===== src/rtl/uart_tx_sched.sv =====
// uart_tx_sched: round-robin scheduler that shares one UART transmitter
// between N_REQ requesters.
//
// Ports:
//   clk, rst_n  - clock, asynchronous active-low reset
//   req         - per-requester transmit request, held until ack
//   req_data    - requester i's byte at [i*DW +: DW]
//   ack         - one-cycle completion pulse to the served requester
//   tx_start    - one-cycle start pulse to the transmitter
//   tx_data     - byte latched at grant, stable for the whole frame
//   tx_busy     - transmitter busy flag
//   active_id   - index of the requester being served
//   sched_busy  - high whenever the scheduler is not idle
//   err         - one-cycle pulse when tx_busy never rises after a start
module uart_tx_sched #(
  parameter int unsigned N_REQ   = 4,
  parameter int unsigned DW      = 8,
  parameter int unsigned BUSY_TO = 15
) (
  input  logic                       clk,
  input  logic                       rst_n,
  input  logic [N_REQ-1:0]           req,
  input  logic [N_REQ*DW-1:0]        req_data,
  output logic [N_REQ-1:0]           ack,
  output logic                       tx_start,
  output logic [DW-1:0]              tx_data,
  input  logic                       tx_busy,
  output logic [$clog2(N_REQ)-1:0]   active_id,
  output logic                       sched_busy,
  output logic                       err
);

  localparam int unsigned IW = $clog2(N_REQ);
  localparam int unsigned CW = $clog2(BUSY_TO + 1);

  typedef enum logic [2:0] {IDLE, START, WAIT_HI, WAIT_LO, DONE} state_t;

  state_t         state_q, state_d;
  logic [IW-1:0]  ptr_q, ptr_d;
  logic [IW-1:0]  id_q, id_d;
  logic [DW-1:0]  data_q, data_d;
  logic [CW-1:0]  cnt_q, cnt_d;
  logic           err_q, err_d;

  logic [IW-1:0]  win_id;
  logic           win_vld;
  logic [IW-1:0]  cand;
  logic           timeout;

  // Round-robin search starting just after the last served index.
  always_comb begin
    win_vld = 1'b0;
    win_id  = '0;
    cand    = '0;
    for (int unsigned off = 1; off <= N_REQ; off++) begin
      cand = IW'((32'(ptr_q) + off) % N_REQ);
      if (!win_vld && req[cand]) begin
        win_vld = 1'b1;
        win_id  = cand;
      end
    end
  end

  // Timeout fires on the edge where the counter would reach BUSY_TO.
  assign timeout = (state_q == WAIT_HI) && !tx_busy && (cnt_q == CW'(BUSY_TO - 1));

  always_ff @(posedge clk or negedge rst_n) begin
    if (!rst_n) begin
      state_q <= IDLE;
      ptr_q   <= IW'(N_REQ - 1);
      id_q    <= '0;
      data_q  <= '0;
      cnt_q   <= '0;
      err_q   <= 1'b0;
    end else begin
      state_q <= state_d;
      ptr_q   <= ptr_d;
      id_q    <= id_d;
      data_q  <= data_d;
      cnt_q   <= cnt_d;
      err_q   <= err_d;
    end
  end

  always_comb begin
    state_d = state_q;
    case (state_q)
      IDLE:    if (!tx_busy && win_vld) state_d = START;
      START:   state_d = WAIT_HI;
      WAIT_HI: begin
        if (tx_busy)      state_d = WAIT_LO;
        else if (timeout) state_d = IDLE;
      end
      WAIT_LO: if (!tx_busy) state_d = DONE;
      DONE:    state_d = IDLE;
      default: state_d = IDLE;
    endcase
  end

  always_comb begin
    id_d   = id_q;
    data_d = data_q;
    ptr_d  = ptr_q;
    cnt_d  = cnt_q;
    err_d  = 1'b0;
    if (state_q == IDLE && !tx_busy && win_vld) begin
      id_d   = win_id;
      data_d = req_data[32'(win_id)*DW +: DW];
    end
    if (state_q == START) cnt_d = '0;
    if (state_q == WAIT_HI && !tx_busy && cnt_q != CW'(BUSY_TO)) cnt_d = cnt_q + 1'b1;
    if (timeout) begin
      err_d = 1'b1;
      ptr_d = id_q;
    end
    if (state_q == DONE) ptr_d = id_q;
  end

  always_comb begin
    ack = '0;
    if (state_q == DONE) ack[id_q] = 1'b1;
    tx_start   = (state_q == START);
    sched_busy = (state_q != IDLE);
    tx_data    = data_q;
    active_id  = id_q;
    err        = err_q;
  end

endmodule


===== config.mk =====
export PLATFORM = sky130hd
export DESIGN_NAME = uart_tx_sched
export DESIGN_NICKNAME = d
export VERILOG_FILES = /design/src/rtl/uart_tx_sched.sv
export SDC_FILE = /design/constraint.sdc
export NUM_CORES = 1
export LEC_CHECK = 0
export BUFFER_PORTS_ARGS = -buffer_cell sky130_fd_sc_hd__buf_4
export CORE_MARGIN = 4
export CORE_UTILIZATION = 49
export CTS_BUF_LIST = sky130_fd_sc_hd__clkbuf_8
export CTS_CLUSTER_DIAMETER = 40
export DETAILED_ROUTE_END_ITERATION = 8
export PLACE_DENSITY = 0.86
export SLEW_MARGIN = 20
export SYNTH_ARGS = -nofsm -noshare
export SYNTH_HDL_FRONTEND = slang
export SYNTH_SLANG_ARGS = --single-unit

===== constraint.sdc =====
create_clock -name clk -period 2.7 [get_ports clk]
set_clock_uncertainty 0.15 [all_clocks]
set_input_delay 0.405 -clock clk [delete_from_list [all_inputs] [get_ports clk]]
set_output_delay 0.405 -clock clk [all_outputs]
set_load 0.01 [all_outputs]

# Yosys cells after proc, flatten, opt, wreduce, memory -nomap -nowiden
# Index checks and enable logic that the tools add are counted.
# word_totals
reg_bits	20
word_cells	75
# classes
addsub	5
magnitude_cmp	6
eq_ne	9
shift	1
muxes	29
n_reduce_logical	19
# ops
operator	n
32-bit by 6-bit variable part select with 8-bit output	1
2-bit by 3-bit < comparator with 1-bit output (second input constant)	5
2-bit 2-to-1 mux	6
3-bit 2-to-1 mux	4
4-bit 2-to-1 mux	3
3-bit case mux with 4 select lines	1
1-bit logical AND	10
1-bit 2-to-1 mux	10
1-bit binary-select mux with 2-bit select	4
3-bit by 2-bit == test with 1-bit output (second input constant)	2
2-bit by 1-bit adder with 2-bit output (second input constant)	2
2-bit adder (second input constant)	2
4-bit by 1-bit adder with 4-bit output (second input constant)	1
4-bit == test (second input constant)	1
1-bit zero test	4
2-bit != test (second input constant)	2
4-bit != test (second input constant)	1
2-bit nonzero test	2
3-bit by 1-bit == test with 1-bit output (second input constant)	1
3-bit == test (second input constant)	1
3-bit zero test	1
3-bit != test (second input constant)	1
3-bit AND reduction	1
3-bit nonzero test	1
2 further kinds	2

# Logic depth before layout (Yosys ltp)
# Gate-level depths: netlist of the first run.
# depth
word_depth	16
depth_mapped	7
ltp_nobuf	5

# Worst setup path before layout of the first run
# OpenSTA, ideal clock, no wires.
# synth_timing
path_type	reg-to-reg
from	reg ptr_q[1]
to	reg data_q[1] (netlist: tx_data[1])
setup_time_ns	0.126
arrival_time_ns	1.991
required_ns	2.424
setup_slack_ns	0.433
path_stages_with_launch	7
path_buffers	1
synth_period_minus_slack_ns	2.267
cell_sequence	dfstp_2 -> buf_4 -> mux2i_2 -> o2bb2ai_4 -> nor2_2 -> mux2_2 -> a221o_1
# synth_via
elab_chain_len	14
elab_cells_between_ends	28
classes_between	4 x add/sub; 1 x shift; 16 x mux; 7 x reduce/logical
# synth_rtl
element	line	rtl
from (decl)	39	logic [IW-1:0] ptr_q, ptr_d;
from (signal assigned)	70	ptr_q <= IW'(N_REQ - 1);
from (signal assigned)	77	ptr_q <= ptr_d;
2-bit by 1-bit adder with 2-bit output	56	cand = IW'((32'(ptr_q) + off) % N_REQ);
1-bit binary-select mux with 2-bit select	57	if (!win_vld && req[cand]) begin
1-bit 2-to-1 mux (not written as such)	57	
1-bit 2-to-1 mux	57	
1-bit zero test	57	
1-bit logical AND	57	
1-bit 2-to-1 mux	57	
1-bit zero test	57	
1-bit logical AND	57	
1-bit 2-to-1 mux	57	
1-bit zero test	57	
1-bit logical AND	57	
2-bit 2-to-1 mux / 1-bit 2-to-1 mux (equally long branches)	57	
32-bit by 6-bit variable part select with 8-bit output / 1-bit logical AND (equally long branches)	108, 106	
to (signal assigned)	79	data_q <= data_d;
to (decl)	41	logic [DW-1:0] data_q, data_d;
# Parallel ways exist; a longest one is shown, timed or not. The select of a mux whose other input is x is not followed.
# A chain may end at the register's enable or synchronous reset.

# Worst setup path after layout of the first run
# layout_timing
from	reg ptr_q[1]
to	reg data_q[5] (netlist: tx_data[5])
# Same word-level chain as after synthesis.

==> results, run 1 <==
- The flow ran to the end, and the final reports show no timing, DRC or antenna violations.
- The setup check on the worst reg-to-reg path leaves a slack of 0.21 ns.
- The clock passes through at most 2 buffers.
- The number of antenna violations at the first check in global routing is 0.
- The element type at the critical path end is a flip-flop.
- Global routing consumed, over all layers together, 20.40% of the routing resources.
- After clock tree synthesis, the clock-pin slew on the worst setup and hold paths is approximately 0.080 ns.
- For the finished layout, the period the worst path requires is 2.491 ns.
- For this run, the number of standard cells in the final layout without fillers is 211.
- The largest voltage drop on the vdd net is 0.5832 mV.
- 0 antenna diodes ended up in the layout.
- The placed wire-length estimate is 2739 um.
- The flip-flop and latch count after synthesis is 20.
- Yosys printed 0 warnings.
- The cell-internal power is 0.9448 mW.
- For this block, wires on met1 add up to between 1500 and 2000 um.
- The relative contribution of combinational cells to total power is about 48%.
- In this run, post-CTS repair resized a total of 0 instances.
- In this run the remaining antenna-violating nets after routing total 0.
- The initial core utilization is a little over half.
- For this design the top-level I/O count stands at 56.
- The area enclosed by the die boundary is about 3600 um^2.
- The net switching power is between 0.5 and 0.6 mW.
- In this run, CTS created clock tree buffers numbering 3.
- For this run, the slowest stage of the critical path takes about 0.63 ns.
- The number of H-tree levels is 1.
- The sequential fraction of design power is 37.2%.
- The fraction of registers with async set or reset after synthesis is between 90% and 100%.
- The power density over the cells is about 850 nW/um^2.
- The wire length of the first global-routing pass is 5589 um.
- The met2 routed wirelength is 1782 um.
- After detailed routing, no signal wire sits above met4.
- The fill cell total of the finished layout is 185.
- The number of hold-slack violations in the final timing report is 0.
- For this run the aggregate overflow at the end of global routing stands at 0.
- Setup repair after global routing left no endpoint under its margin.
- Summing the sequential cell areas from Yosys gives 37.85% of the chip area.
- The quantity of I/O buffers inserted on ports is 55.
- The sum of internal, switching and leakage power is 1.535 mW.
- The smallest setup slack after layout is 0.2090 ns.
- The detailed-route vias per instance is approximately 5.8.
- Of all nets on the critical path, the largest fanout is 9.
- Data arrives at the worst endpoint at 2.48 ns.
- In this run, the clock network consumes approximately 15% of the power.
- The worst hold path belongs to the class input port to flip-flop.
- The number of global-route vias before repair was 1257.
- The critical path crosses 5 cells after its start point.
- In the final layout, the share of cells above drive strength 1 is 48.07%.
- The placeable core region is 2522 um^2.
- Setup total negative slack on the finished layout was measured at 0 ns.
- The critical path goes through mux2i_2, o2bb2ai_4, nor2_2, mux2_2, a221o_1.
- Cells fill 71.43% of the core in the end.
- The vertical extent of the die is 60.08 um.
- On the final layout, the worst hold slack is ~0.27 ns.
- The number of clock sinks is 20.
- The sum of routed wire length over all layers is roughly 3500 um.
- The number of synthesized flops with an enable pin is 0.
- The DRC violation count after routing is 0.
- The total area of multi-input combinational cells is 772.0 um^2.
- The switching power share of the total is 38.43%.
- The maximum number of pins on one net before global-route repair is 21.
- The most used flip-flop cell after synthesis is sky130_fd_sc_hd__dfrtp_1.
- The worst slack at placement is 0.2618 ns.
- Summing every instance area after synthesis gives 1329 um^2.
- In this run the post-CTS setup repair buffer count came out at 0.
- The depth of the worst register-to-register path is 5.
- The worst setup path is launched from a flip-flop.
- The sequential cell area is 503.0 um^2.
- TritonCTS built the clock tree.
- In this run the critical register-to-register path is launched from ptr_q[1].
- The count of cell types in the netlist is 43.
- The hold buffer count at CTS is 1.
- The number of maximum-capacitance violations is 0.
- In the final routed layout, each cell accounts on average for 16.54 um.
- Tracing the worst setup path back leads to its startpoint at ptr_q[1].
- In this run the tightest slew margin relative to its limit is 57.72%.
- Relative to the synthesized area, the layout overhead comes to 35.59%.
- The standard cell with the maximum stage delay on the critical path is sky130_fd_sc_hd__dfstp_2.
- The floorplan row count is 18.
- The average cell area after synthesis is 10.55 um^2.
- The critical path start-end classification is flip-flop to flip-flop.
- The number of nets handed over by synthesis was 167.
- The tree is rooted in a sky130_fd_sc_hd__clkbuf_8.
- Summing over every cut layer, the via total after detailed routing is roughly 1200.
- Counting every instance in the synthesized netlist gives 126.
- Summed over all nets, wire length on met3 after detailed routing comes to 169 um.
- The worst hold path startpoint is tx_busy.
- The most critical setup path has its endpoint at tx_data[5].
- The max-slew violation count came to 0.
- The worst-margin pin slew is 0.6317 ns.
- The total of endpoints with negative setup slack in the final report is 0.
- Counting both buffers and inverters, the worst setup path holds a total of 0.
- The endpoint required time on the critical path is 2.69 ns.
- The endpoint of the worst-slack reg-to-reg timing path is tx_data[5].
- From left edge to right edge, the die measures about 60 um.
- The total iterations of the first detailed-routing run is 4.
- The worst hold path depth is 3.
- The clock reaches the later pin of the worst-skew pair after 0.25 ns.
- At the end of routability-driven placement, the weighted congestion stood at about 0.84.
- For this run, the post-layout net count is 223.
- The final worst-path cycle share is 92.26%.
- The final standard cell area without fillers is 1802 um^2.
- The upper clock frequency limit is about 0.4 GHz.
- Once placement completed, the tool counted placed cells totaling between 200 and 250.
- The leakage power is 0.8322 nW.
- The post-place instance area is 1737 um^2.
- The cell family with the largest share of critical-path delay is multiplexers.
- For this block, the initial DRC count from the detailed router was 60.
[kinds of logic (layout without fill, tap and decap cells)]
| family | count (synthesis) | count (layout) | synth area share [%] |
|---|---|---|---|
| muxes | 11 | 11 | 9.510 |
| and+or+nand+nor | 42 | 42 | 19.77 |
| AOI/OAI and AO/OA | 43 | 43 | 26.93 |
| buffers and inverters | 8 | 63 | 4.048 |
| adders and majority gates | 2 | 2 | 1.883 |
| DFF | 20 | 20 | 37.85 |
[routing by layer]
metal  vias up  global-route usage [%]
li1        590                       -
met1       590                   26.98
met2        35                   34.57
met3         2                   2.592
met4         0                   6.013
met5         -                       0
[layout make-up]
class	instances	area share, %
Multi-Input combinational cell	98	42.85
Tap cell	30	2.083
Sequential cell	20	27.92
Timing Repair Buffer	56	23.47
Inverter	3	0.6250
Clock buffer	4	3.056
[layout by cell type, fill, tap and decap left out, drive strengths merged, types with 2 or more instances in the layout]
master  count
o21ai      15
nor3b       3
mux2       10
a21o        2
dfrtp      18
nor2b       2
nand3      11
buf        55
dfstp       2
nand2       6
inv         3
a221o       8
clkbuf      4
ha          2
nand2b      2
a21oi      10
or3         3
nor2        5
nor3        3
[worst register-to-register path, cell delays in order, from the launching register on]
cell and delay [ns]:
sky130_fd_sc_hd__dfstp_2 0.63, sky130_fd_sc_hd__mux2i_2 0.32, sky130_fd_sc_hd__o2bb2ai_4 0.14, sky130_fd_sc_hd__nor2_2 0.41, sky130_fd_sc_hd__mux2_2 0.41, sky130_fd_sc_hd__a221o_1 0.31
[flip-flops by register name (all words and copies together) (netlist names)]
register / cells
active_id: 2
ptr_q: 2
cnt_q: 4
state_q: 3
err: 1
tx_data: 8
[worst min path at each step]
stage	to	slack, ns
final	state_q[0]	0.27
after global routing	state_q[0]	0.29
after CTS	state_q[0]	0.27
after detailed placement	err	0.15
after global placement	err	0.14
after floorplan	active_id[0]	-0.04
[Yosys cell counts (3+ instances only)]
| cell | number | area share (%) |
|---|---|---|
| sky130_fd_sc_hd__dfrtp_1 | 18 | 34 |
| sky130_fd_sc_hd__nor2_1 | 3 | 0.85 |
| sky130_fd_sc_hd__mux2_1 | 3 | 2.5 |
| sky130_fd_sc_hd__nor3_1 | 3 | 1.1 |
| sky130_fd_sc_hd__a221o_1 | 8 | 6.0 |
| sky130_fd_sc_hd__mux2_2 | 7 | 5.9 |
| sky130_fd_sc_hd__o21ai_1 | 7 | 2.6 |
| sky130_fd_sc_hd__nand2_1 | 6 | 1.7 |
| sky130_fd_sc_hd__o21ai_0 | 8 | 3.0 |
| sky130_fd_sc_hd__a21oi_2 | 8 | 5.3 |
| sky130_fd_sc_hd__nor3b_1 | 3 | 1.7 |
| sky130_fd_sc_hd__nand3_1 | 11 | 4.1 |
| sky130_fd_sc_hd__inv_1 | 3 | 0.85 |
[power by group through the flow]
stage / Combinational, mW / Clock (mW) / Sequential [mW]
final: 0.734 / 0.230 / 0.571
after global routing: 0.798 / 0.236 / 0.591
after CTS: 0.739 / 0.223 / 0.568
after detailed placement: 0.736 / 0 / 0.569
after global placement: 0.705 / 0 / 0.562
after floorplan: 0.483 / 0 / 0.556
Note: power is estimated with default switching activity, not from simulation.
==> inputs of run 2 (changes only) <==
--- a/config.mk
+++ b/config.mk
@@ -5,9 +5,10 @@
 export SDC_FILE = /design/constraint.sdc
 export NUM_CORES = 1
 export LEC_CHECK = 0
+export ABC_AREA = 1
 export BUFFER_PORTS_ARGS = -buffer_cell sky130_fd_sc_hd__buf_4
 export CORE_MARGIN = 4
-export CORE_UTILIZATION = 49
+export CORE_UTILIZATION = 52
 export CTS_BUF_LIST = sky130_fd_sc_hd__clkbuf_8
 export CTS_CLUSTER_DIAMETER = 40
 export DETAILED_ROUTE_END_ITERATION = 8
==> results, run 2 <==
- The switching power share of the total came to 53.26% (+15 points).
- The total CTS buffers came to 3 (unchanged).
- The count of cell types in the netlist is 30 (-30%).
- The final-stage net count came to 349 (+57%).
- The per-cell routed wire length is 11.77 um (-29%).
- The arrival time at the worst endpoint is 2.40 ns (-0.08 ns).
- The sum of routed wire length over all layers came to 4131 um (+18%).
- The share of final-layout standard cells stronger than drive strength 1 is 29.32% (-19 points).
- The depth of the worst register-to-register path is 13 (+8).
- The quantity of I/O buffers inserted on ports was 55 (unchanged).
- The relative max-transition margin is 66.15% (+8.4 points).
- The final standard cell area without fillers is 2132 um^2 (+18%).
- The final global-route overflow total is 0 (unchanged).
- The quantity of gates resized following cts is 0 (unchanged).
- The critical path is of the flip-flop to flip-flop type.
- In the layout the commonest cells are sky130_fd_sc_hd__nand2_1 (74), sky130_fd_sc_hd__buf_4 (55), sky130_fd_sc_hd__inv_1 (51), sky130_fd_sc_hd__nand3_1 (25).
- The placeable core region was 3053 um^2 (+21%).
- The detailed-route wire length on metal 1 is 1853 um (+23%).
- The post-CTS clock slew at the launch and capture registers of the worst setup and hold paths is 0.08 ns (about the same).
- The cell type with the highest aggregate area in the netlist is sky130_fd_sc_hd__dfrtp_1.
- The run finished with clean final reports.
- The vertical extent of the die came to 64.34 um (+7.1%).
- Setup repair after global routing left no endpoint under its margin.
- The number of maximum-capacitance violations is 0 (unchanged).
- The met2 routed wirelength came to 2014 um (+13%).
- The warning count from the yosys run is 0 (unchanged).
- The flip-flop and latch count after synthesis was 20 (unchanged).
- The antenna diode count is 0 (unchanged).
- The worst hold path startpoint is tx_data[7].
- The average cell area after synthesis is 6.523 um^2 (-38%).
- The worst hold slack is 0.3428 ns (+0.07358 ns).
- The number of hold-slack violations in the final timing report is 0 (unchanged).
- The upper clock frequency limit is 0.4166 GHz (+3.8%).
- The minimum clock period after layout is 2.400 ns (-0.09085 ns).
- The worst hold path depth was 2 (-1).
- The instance count of the mapped netlist is 253 (+100%).
- Ranked by total cell area, the synthesized netlist is headed by sky130_fd_sc_hd__dfrtp_1 (27%), sky130_fd_sc_hd__nand2_1 (17%), sky130_fd_sc_hd__inv_1 (12%).
- The placed wire-length estimate was 3230 um (+18%).
- The number of synthesized flops with an enable pin came to 0 (unchanged).
- The worst-margin pin slew is 0.5039 ns (-0.1278 ns).
- The library cell used most frequently in the layout, excluding fill and tap cells, is sky130_fd_sc_hd__nand2_1.
- The horizontal die dimension is 64.34 um (+7.1%).
- The launch instance of the worst register-to-register path is ptr_q[0].
- The relative contribution of combinational cells to total power was 69.8% (+22 points).
- The total standard cell area after synthesis came to 1650 um^2 (+24%).
- The worst setup path is captured at a flip-flop.
- The root buffer cell chosen for the clock tree is sky130_fd_sc_hd__clkbuf_8.
- The final weighted congestion in routability-driven placement was 0.8946 (+6.8%).
- The flop-to-flop setup slack is 0.30 ns (+0.09 ns).
- The endpoint required time on the critical path is 2.70 ns (about the same).
- For this run, the leading register cell type out of synthesis is sky130_fd_sc_hd__dfrtp_1.
- The number of global-route vias before repair is 1582 (+26%).
- The final worst-path cycle share is 88.89% (-3.4 points).
- The initial detailed-routing violation count is 134 (+120%).
- The area enclosed by the die boundary was 4139 um^2 (+15%).
- The count of vias placed by the detailed router is 1715 (+41%).
- The power density over the cells is 1222 nW/um^2 (+43%).
- The initial core utilization came to 54.06% (+1.4 points).
- The maximum net fanout on the critical path was 16 (+7).
- The number of H-tree levels is 1 (unchanged).
- The portion of the post-synthesis area used by sequential elements is 30.48% (-7.4 points).
- The share of Yosys cell area claimed by the top area cell type is 27.29% (-6.6 points).
- The number of top-level design ports came to 56 (unchanged).
- The net count after synthesis came to 294 (+76%).
- The largest voltage drop on the vdd net came to 0.6160 mV (+5.6%).
- The cell-internal power is 1.218 mW (+29%).
- The path class of the tightest hold or removal check is flip-flop to flip-flop.
- The most critical setup path has its startpoint at ptr_q[0].
- In the synthesized netlist, the cells that appear most often are sky130_fd_sc_hd__nand2_1 (74), sky130_fd_sc_hd__inv_1 (51), sky130_fd_sc_hd__nand3_1 (25).
- The worst-case clock buffer depth is 2 (unchanged).
- The top layer reached by signal wires is met4.
- The leakage power was 1.230 nW (+48%).
- The combined global-route utilization of all metal layers is 20.29% (-0.11 points).
- The portion of total power attributed to the clock network was 8.8% (-6.2 points).
- The fraction of registers with async set or reset after synthesis is 100.0% (unchanged).
- The kind of launch point of the worst setup path is a flip-flop.
- The DRC violation count after routing came to 0 (unchanged).
- The wire length of the first global-routing pass is 6865 um (+23%).
- The maximum number of pins on one net before global-route repair is 21 (unchanged).
- The post-place instance area is 2067 um^2 (+19%).
- The number of antenna violations at the first check in global routing is 0 (unchanged).
- The floorplan row count is 20 (+2).
- The total met3 wirelength after detailed routing is 186 um (+10%).
- The clock tree from TritonCTS is done.
- The flip-flop count of the largest register after layout is 8 (unchanged).
- The detailed-route vias per instance is 4.886 (-15%).
- The total iterations of the first detailed-routing run was 4 (unchanged).
- The most instantiated library cell after synthesis is sky130_fd_sc_hd__nand2_1.
- The sum of negative setup slack came to 0 ns (unchanged).
- The area added between synthesis and finish is 29.19%.
- The number of clock sinks is 20 (unchanged).
- The count of antenna-violating nets left after detailed routing is 0 (unchanged).
- The net switching power came to 1.387 mW (+140%).
- The sequential fraction of design power came to 21.4% (-16 points).
- The max-slew violation count is 0 (unchanged).
- The source-to-sink clock delay at the later pin of the worst-skew pair was 0.26 ns (about the same).
- The total of endpoints with negative setup slack in the final report is 0 (unchanged).
[run 2: cell count changes in the layout (fill, tap and decap cells not counted), moves of 4 or more]
cell	change
sky130_fd_sc_hd__nand3_1	+14
sky130_fd_sc_hd__inv_1	+48
sky130_fd_sc_hd__nand2_2	+18
sky130_fd_sc_hd__a21oi_2	-7
sky130_fd_sc_hd__nand4_1	+14
sky130_fd_sc_hd__nand2_1	+68
sky130_fd_sc_hd__mux2_2	-7
sky130_fd_sc_hd__nor3_1	+5
sky130_fd_sc_hd__a221o_1	-8
sky130_fd_sc_hd__o21ai_1	-4
[run 2: timing repair]
| action | CTS | global route |
|---|---|---|
| hold buffers | 1 | 0 |
| setup buffers | 0 | 0 |
| endpoints found under the hold margin | 18 | 0 |
[run 2: final cells by class]
class / instances / area (um^2)
Tap cell: 44 / 55.05
Inverter: 54 / 207.7
Sequential cell: 20 / 503.0
Fill cell: 274 / 920.9
Timing Repair Buffer: 56 / 422.9
Multi-Input combinational cell: 173 / 888.4
Clock buffer: 4 / 55.05
[run 2: per-stage QoR]
step,utilization [%],cells,setup WS [ns],total power [mW]
floorplan,-,253,0.7376,1.994
global placement,67.70,346,0.3525,2.317
global route,69.84,351,0.09086,2.869
finish,69.84,351,0.2998,2.605
detailed placement,67.70,346,0.3329,2.357
CTS,69.84,351,0.3094,2.593
[run 2: path summary, 6_finish.rpt]
check / endpoint
setup reg to reg: tx_data[2]
setup / recovery: tx_data[2]
hold / removal: tx_data[7]
max in group asynchronous: ptr_q[1]
min in group asynchronous: tx_data[6]
hold reg to reg: tx_data[7]
[run 2: routing by layer]
metal | GRT usage [%] | vias to the layer above
met1 | 27.21 | 757
met2 | 34.02 | 42
met3 | 1.582 | 7
met4 | 7.388 | 0
li1 | - | 909
met5 | 0 | -
[run 2: cell families (layout without fill, tap and decap cells)]
kind of cell	count (synthesis)	in the layout	share of synthesized area (%)
buffers and inverters	60	114	15.69
flip-flops	20	20	30.48
XOR/XNOR	2	2	1.062
AND/OR/NAND/NOR	150	150	44.73
AO/OA/AOI/OAI	19	19	6.520
adder cells (fa/ha/maj)	2	2	1.516
[run 2: worst max-delay path: stages, from the launching register on]
cell                      delay, ns
sky130_fd_sc_hd__dfstp_2       0.66
sky130_fd_sc_hd__inv_6         0.08
sky130_fd_sc_hd__nand2_2       0.07
sky130_fd_sc_hd__nand2_2       0.07
sky130_fd_sc_hd__nand2_1       0.06
sky130_fd_sc_hd__nand2_1       0.09
sky130_fd_sc_hd__nor2_4        0.18
sky130_fd_sc_hd__nand3_4       0.20
sky130_fd_sc_hd__nand2_1       0.13
sky130_fd_sc_hd__inv_1         0.05
sky130_fd_sc_hd__nand2_2       0.18
sky130_fd_sc_hd__inv_1         0.17
sky130_fd_sc_hd__nand3_1       0.12
sky130_fd_sc_hd__nand3_1       0.07
[run 2: power groups by stage]
| stage | Sequential, mW | Combinational (mW) | Clock [mW] |
|---|---|---|---|
| after floorplan | 0.553 | 1.44 | 0 |
| after global placement | 0.558 | 1.76 | 0 |
| after detailed placement | 0.563 | 1.79 | 0 |
| after CTS | 0.558 | 1.80 | 0.233 |
| after global routing | 0.579 | 2.04 | 0.246 |
| final | 0.557 | 1.82 | 0.229 |
